$ cat src/rtl/pc_fetch.sv
// Program counter and instruction fetch for the single-cycle core, plus the
// synchroniser/debouncer that turns the raw sw8 slide switch into a clean level.
module pc_fetch #(
   parameter int PSIZE      = 5,
   parameter int ISIZE      = 16,
   parameter int PROG_LAST  = 31,
   parameter int DEB_CYCLES = 4
) (
   input  logic               clk,
   input  logic               reset,
   input  logic               PCincr,
   input  logic               sw8_raw,
   input  logic [ISIZE-1:0]   rom_data,
   output logic [PSIZE-1:0]   rom_addr,
   output logic [PSIZE-1:0]   pc,
   output logic [4:0]         opcode,
   output logic [ISIZE-6:0]   operand,
   output logic               sw8
);

   localparam int DW = (DEB_CYCLES > 1) ? $clog2(DEB_CYCLES) : 1;

   logic [PSIZE-1:0] pc_q, pc_d;
   logic             sync1_q, sync2_q;
   logic [DW-1:0]    deb_cnt_q, deb_cnt_d;
   logic             sw8_q, sw8_d;

   // >= rather than == so an out-of-range pc still wraps back to 0
   always_comb begin
      pc_d = pc_q;
      if (PCincr) begin
         if (pc_q >= PSIZE'(PROG_LAST)) pc_d = '0;
         else                          pc_d = pc_q + PSIZE'(1);
      end
   end

   always_comb begin
      deb_cnt_d = deb_cnt_q;
      sw8_d     = sw8_q;
      if (sync2_q == sw8_q) begin
         deb_cnt_d = '0;
      end else if (deb_cnt_q == DW'(DEB_CYCLES - 1)) begin
         sw8_d     = sync2_q;
         deb_cnt_d = '0;
      end else begin
         deb_cnt_d = deb_cnt_q + DW'(1);
      end
   end

   always_ff @(posedge clk) begin
      if (reset) begin
         pc_q      <= '0;
         sync1_q   <= 1'b0;
         sync2_q   <= 1'b0;
         deb_cnt_q <= '0;
         sw8_q     <= 1'b0;
      end else begin
         pc_q      <= pc_d;
         sync1_q   <= sw8_raw;
         sync2_q   <= sync1_q;
         deb_cnt_q <= deb_cnt_d;
         sw8_q     <= sw8_d;
      end
   end

   always_ff @(posedge clk) begin
      if (!reset) assert (!$isunknown(PCincr));
   end

   assign pc       = pc_q;
   assign rom_addr = pc_q;
   assign opcode   = rom_data[ISIZE-1:ISIZE-5];
   assign operand  = rom_data[ISIZE-6:0];
   assign sw8      = sw8_q;

endmodule
$ cat config.mk
export PLATFORM = sky130hd
export DESIGN_NAME = pc_fetch
export DESIGN_NICKNAME = d
export VERILOG_FILES = /design/src/rtl/pc_fetch.sv
export SDC_FILE = /design/constraint.sdc
export NUM_CORES = 1
export LEC_CHECK = 0
export BUFFER_PORTS_ARGS = -buffer_cell sky130_fd_sc_hd__buf_2
export CAP_MARGIN = 20
export CORE_AREA = 10 10 51 53
export CTS_CLUSTER_SIZE = 30
export DETAILED_ROUTE_END_ITERATION = 12
export DIE_AREA = 0 0 61 63
export GPL_ROUTABILITY_DRIVEN = 1
export HOLD_SLACK_MARGIN = 0.08
export PLACE_DENSITY = 0.74
export SETUP_SLACK_MARGIN = 0.3
export SYNTH_ARGS = -nofsm -noshare
export SYNTH_HDL_FRONTEND = slang
export SYNTH_SLANG_ARGS = --single-unit
$ cat constraint.sdc
create_clock -name clk -period 2 [get_ports clk]
set_input_delay 0.4 -clock clk [delete_from_list [all_inputs] [get_ports clk]]
set_output_delay 0.4 -clock clk [all_outputs]
set_load 0.01 [all_outputs]
# Word-level counts from Yosys, hierarchy flattened
# Index checks and enable logic that the tools add are counted.
word_totals:
  ff_bits: 10
  latchBits: 0
  ramBits: 0
  rom_bits: 0
  inputBits: 20
  out_inout_bits: 27
  word_cells: 14
  n_memories: 0
op_classes:
  n_addsub: 2
  multipliers: 0
  div_mod_pow: 0
  n_lt_le_gt_ge: 1
  n_eq_ne: 2
  shift: 0
  muxes: 1
  bitwise: 1
  n_reduce_logical: 2
op_table:
  columns: ["cell", "n"]
  rows:
  - ["adder 5 x 1 -> 5 bit (second input constant)", 1]
  - ["greater-or-equal comparator 5 bit (second input constant)", 1]
  - ["two-way mux 5 bit", 1]
  - ["OR reduction 3 bit", 1]
  - ["adder 2 x 1 -> 2 bit (second input constant)", 1]
  - ["equality test 2 bit (second input constant)", 1]
  - ["AND reduction 2 bit", 1]
  - ["equality test 1 bit", 1]
  - ["inverter 1 bit", 1]

# Longest topological paths before layout
logic_depth:
  ltp_word: 3
  depth_mapped: 6

# Least setup slack after synthesis
# No wires, ideal clock.
synth_timing:
  kind: "register -> register"
  start: "register pc_q[0] (netlist: pc[0])"
  end: "register pc_q[3] (netlist: pc[3])"
  setup_ps: 70
  t_arrival_ps: 1559
  path_slack_ps: 371
  stages_incl_launch_ff: 6
  path_buffers: 0
  period_less_slack_ps: 1629
  cell_sequence: "dfxtp_1 > ha_1 > and3_1 > ha_1 > or4_1 > a21oi_1"
synth_via:
  elab_chain_len: 2
synth_rtl:
  columns: ["element", "line_no", "text"]
  rows:
  - ["start: declaration", "23", "logic [PSIZE-1:0] pc_q, pc_d;"]
  - ["start signal: assignment", "58", "pc_q <= pc_d;"]
  - ["adder 5 x 1 -> 5 bit or greater-or-equal comparator 5 bit (tied branches)", "33, 32", null]
  - ["two-way mux 5 bit (*)", "32", "if (pc_q >= PSIZE'(PROG_LAST)) pc_d = '0;"]
# Mark *: on every way between the ends. The rest lies on a longest branch, timed or not.
# A chain may end at the register's enable or synchronous reset.

# Worst setup path after layout
# Ends and elaborated chain as after synthesis.

==> out/qor.yml <==
status: "finished clean"
rsz0062_at_grt: "false"
dpl_cell_area_um2: 519
arrival_ns: 1.80
routed_wl_um: 1120
firstDrtPassIters: 4
finalSetupTns_ns: 0
start_util: 0.357
reg2reg_depth: 5
final_common_cell: "buf_2"
fin_nets: 88
critical_path.cell_chain: "ha_1, and3_1, ha_2, or4_1, a21oi_1"
synth_nets: 91
critPathKind: "reg2reg"
cap_violations: 0
antennaDiodeCount: 0
rows: 15
synth_top_area_cell: "dfxtp_1"
track_usage: 0.0627
grt_pass1_vias: 379
yosys_warnings: 0
cts-resized-gates: 0
worstMarginPinSlew_ns: 0.248
endpoint: "pc[3]$_SDFFE_PP0P_"
post-cts-setup-buffers: 0
die_height_um: 63
ys_seq_area_frac: 0.340
cts_buffers: 3
reg2reg_slack_ns: 0.41
cp_slowest_cell: "or4_1"
fmax_ghz: 0.629
synth_area_leaders: "dfxtp_1 (34%), buf_4 (27%), ha_1 (6.4%)"
r2r_start: "pc[0]$_SDFFE_PP0P_"
port_buffers: 14
place_congestion: 0.699
grt_pass1_wl_um: 1800
grt_antenna_before_repair: 0
cpPeakStageDelay_ns: 0.46
clock_sinks: 10
netlist_instances: 68
maxSlewHeadroom: 0.834
die_area_mm2: 0.00384
mostFrequentLayoutCells: "buf_2 (14), dfxtp_1 (8), nor2_1 (6)"
worst_ep_required_time_ns: 2.21
period_share: 0.795
dieWidth_um: 61
slew_violations: 0
avgSynthCellArea_um2: 8.67
finalClockSkew_ns: 0.00665
via_count: 407
critPathLaunchType: "flop"
core-area_mm2: 0.00165
finalSetupViolCount: 0
p_per_area_mw_per_mm2: 768
post_drt_wl_per_cell_um: 13.8
drtIter0Drc: 19
cp_max_fo: 7
antenna_left: 0
yosysUniqueCellTypes: 22
fin_area_um2: 561
cts_root_buf: "clkbuf_4"
timing_hold_violations_final: 0
syn-cell-area_um2: 589
hold_slack_ns: 0.341
drc: 0
p_leak_nw: 0.249
gr-total-overflow: 0
clockBufferDepth: 2
drive_above_1_share: 0.344
areaGrowthSynthToFinish_pct: -4.88
hold_class: "in2reg"
netlist.area_leader.share: 0.340
post_drt_via_cell_ratio: 5.02
worst_setup_path_end_kind: "flop"
ioPinCount: 47
grt_max_degree: 12
cts_hold_buf: 0
critPathLaunch: "pc[0]$_SDFFE_PP0P_"
cts_tree: "done"
irDropWorstVdd_mv: 0.227
worstReg2RegEnd: "pc[3]$_SDFFE_PP0P_"
synth-seq-cells: 10
period_minus_slack_ns: 1.59
hpwl_um: 873
clk_pin_slew_ns: 0.07
insertion_delay_ns: 0.27
cts_htree_levels: 1
==> cell families after synthesis <==
| family | after synthesis | synth area share |
|---|---|---|
| DFF | 10 | 0.340 |
| and+or+nand+nor | 19 | 0.176 |
| xor gates and xnor gates | 1 | 0.0149 |
| adders and majority gates | 3 | 0.0637 |
| AOI/OAI and AO/OA | 8 | 0.0892 |
| muxes | 1 | 0.0170 |
| buffers and inverters | 26 | 0.299 |
==> final cells by class <==
cell class | count | area (um2)
fill | 174 | 1090
multi-input combinational | 32 | 215
sequential | 10 | 203
timing repair buffer | 14 | 70.1
clock buffer | 4 | 36.3
tap | 17 | 21.3
inverter | 4 | 15.0
==> metal layers <==
| layer | up-vias | GRT usage | part of all wire |
|---|---|---|---|
| met4 | 0 | 0.0659 | 0.043 |
| met2 | 19 | 0.0906 | 0.47 |
| met1 | 179 | 0.0603 | 0.40 |
| met5 | - | 0 | 0 |
| li1 | 200 | - | - |
| met3 | 9 | 0.0285 | 0.088 |
==> synthesized netlist by cell type <==
cell type  number
ha_1            3
nor2b_1         3
mux2i_1         1
o21ai_0         1
nor2_1          6
buf_4          21
or4_1           1
inv_2           1
clkbuf_1        1
o211ai_1        1
nand3b_1        3
dfxtp_1        10
o32ai_1         2
or3_1           1
xnor2_1         1
nand2_1         2
nand3_1         1
and3_1          1
a31oi_1         2
nor3b_1         1
inv_1           3
a21oi_1         2
==> power by group <==
group / internal [mW] / total (mW) / switching, mW
logic: 0.0144 / 0.0325 / 0.0181
registers: 0.206 / 0.213 / 0.00700
clock network: 0.111 / 0.185 / 0.0743
total: 0.331 / 0.430 / 0.0993
==> worst max-delay path, delay by kind of cell (launching register included) <==
family	cells	cell delay, ns
adder cells (fa/ha/maj)	2	0.41
AND/OR/NAND/NOR	2	0.65
flip-flops	1	0.35
AO/OA/AOI/OAI	1	0.12
==> metrics by stage <==
step | cells | util | setup slack [ns] | total power, mW
floorplan | 68 | - | 0.371 | 0.272
global placement | 77 | 0.314 | 0.379 | 0.249
detailed placement | 77 | 0.314 | 0.332 | 0.250
CTS | 81 | 0.336 | 0.323 | 0.432
global route | 81 | 0.339 | 0.325 | 0.449
finish | 81 | 0.339 | 0.410 | 0.430
==> sequential cells by signal (all words and copies together) (netlist names) <==
register   count
pc             5
deb_cnt_q      2
sw8            1
sync2_q        1
sync1_q        1
==> worst min-delay path by stage <==
stage / from / end / slack, ns / cells past startpoint
2_1_floorplan: deb_cnt_q[0]$_SDFF_PP0_ / deb_cnt_q[0]$_SDFF_PP0_ / 0.40 / 1
3_3_place_gp: deb_cnt_q[0]$_SDFF_PP0_ / deb_cnt_q[0]$_SDFF_PP0_ / 0.41 / 1
3_5_place_dp: deb_cnt_q[0]$_SDFF_PP0_ / deb_cnt_q[0]$_SDFF_PP0_ / 0.42 / 1
4_1_cts: sw8_raw / sync1_q$_SDFF_PP0_ / 0.34 / 2
5_1_grt: sw8_raw / sync1_q$_SDFF_PP0_ / 0.36 / 2
6_report: sw8_raw / sync1_q$_SDFF_PP0_ / 0.34 / 2
No activity file was read; power rests on OpenSTA's default activity.
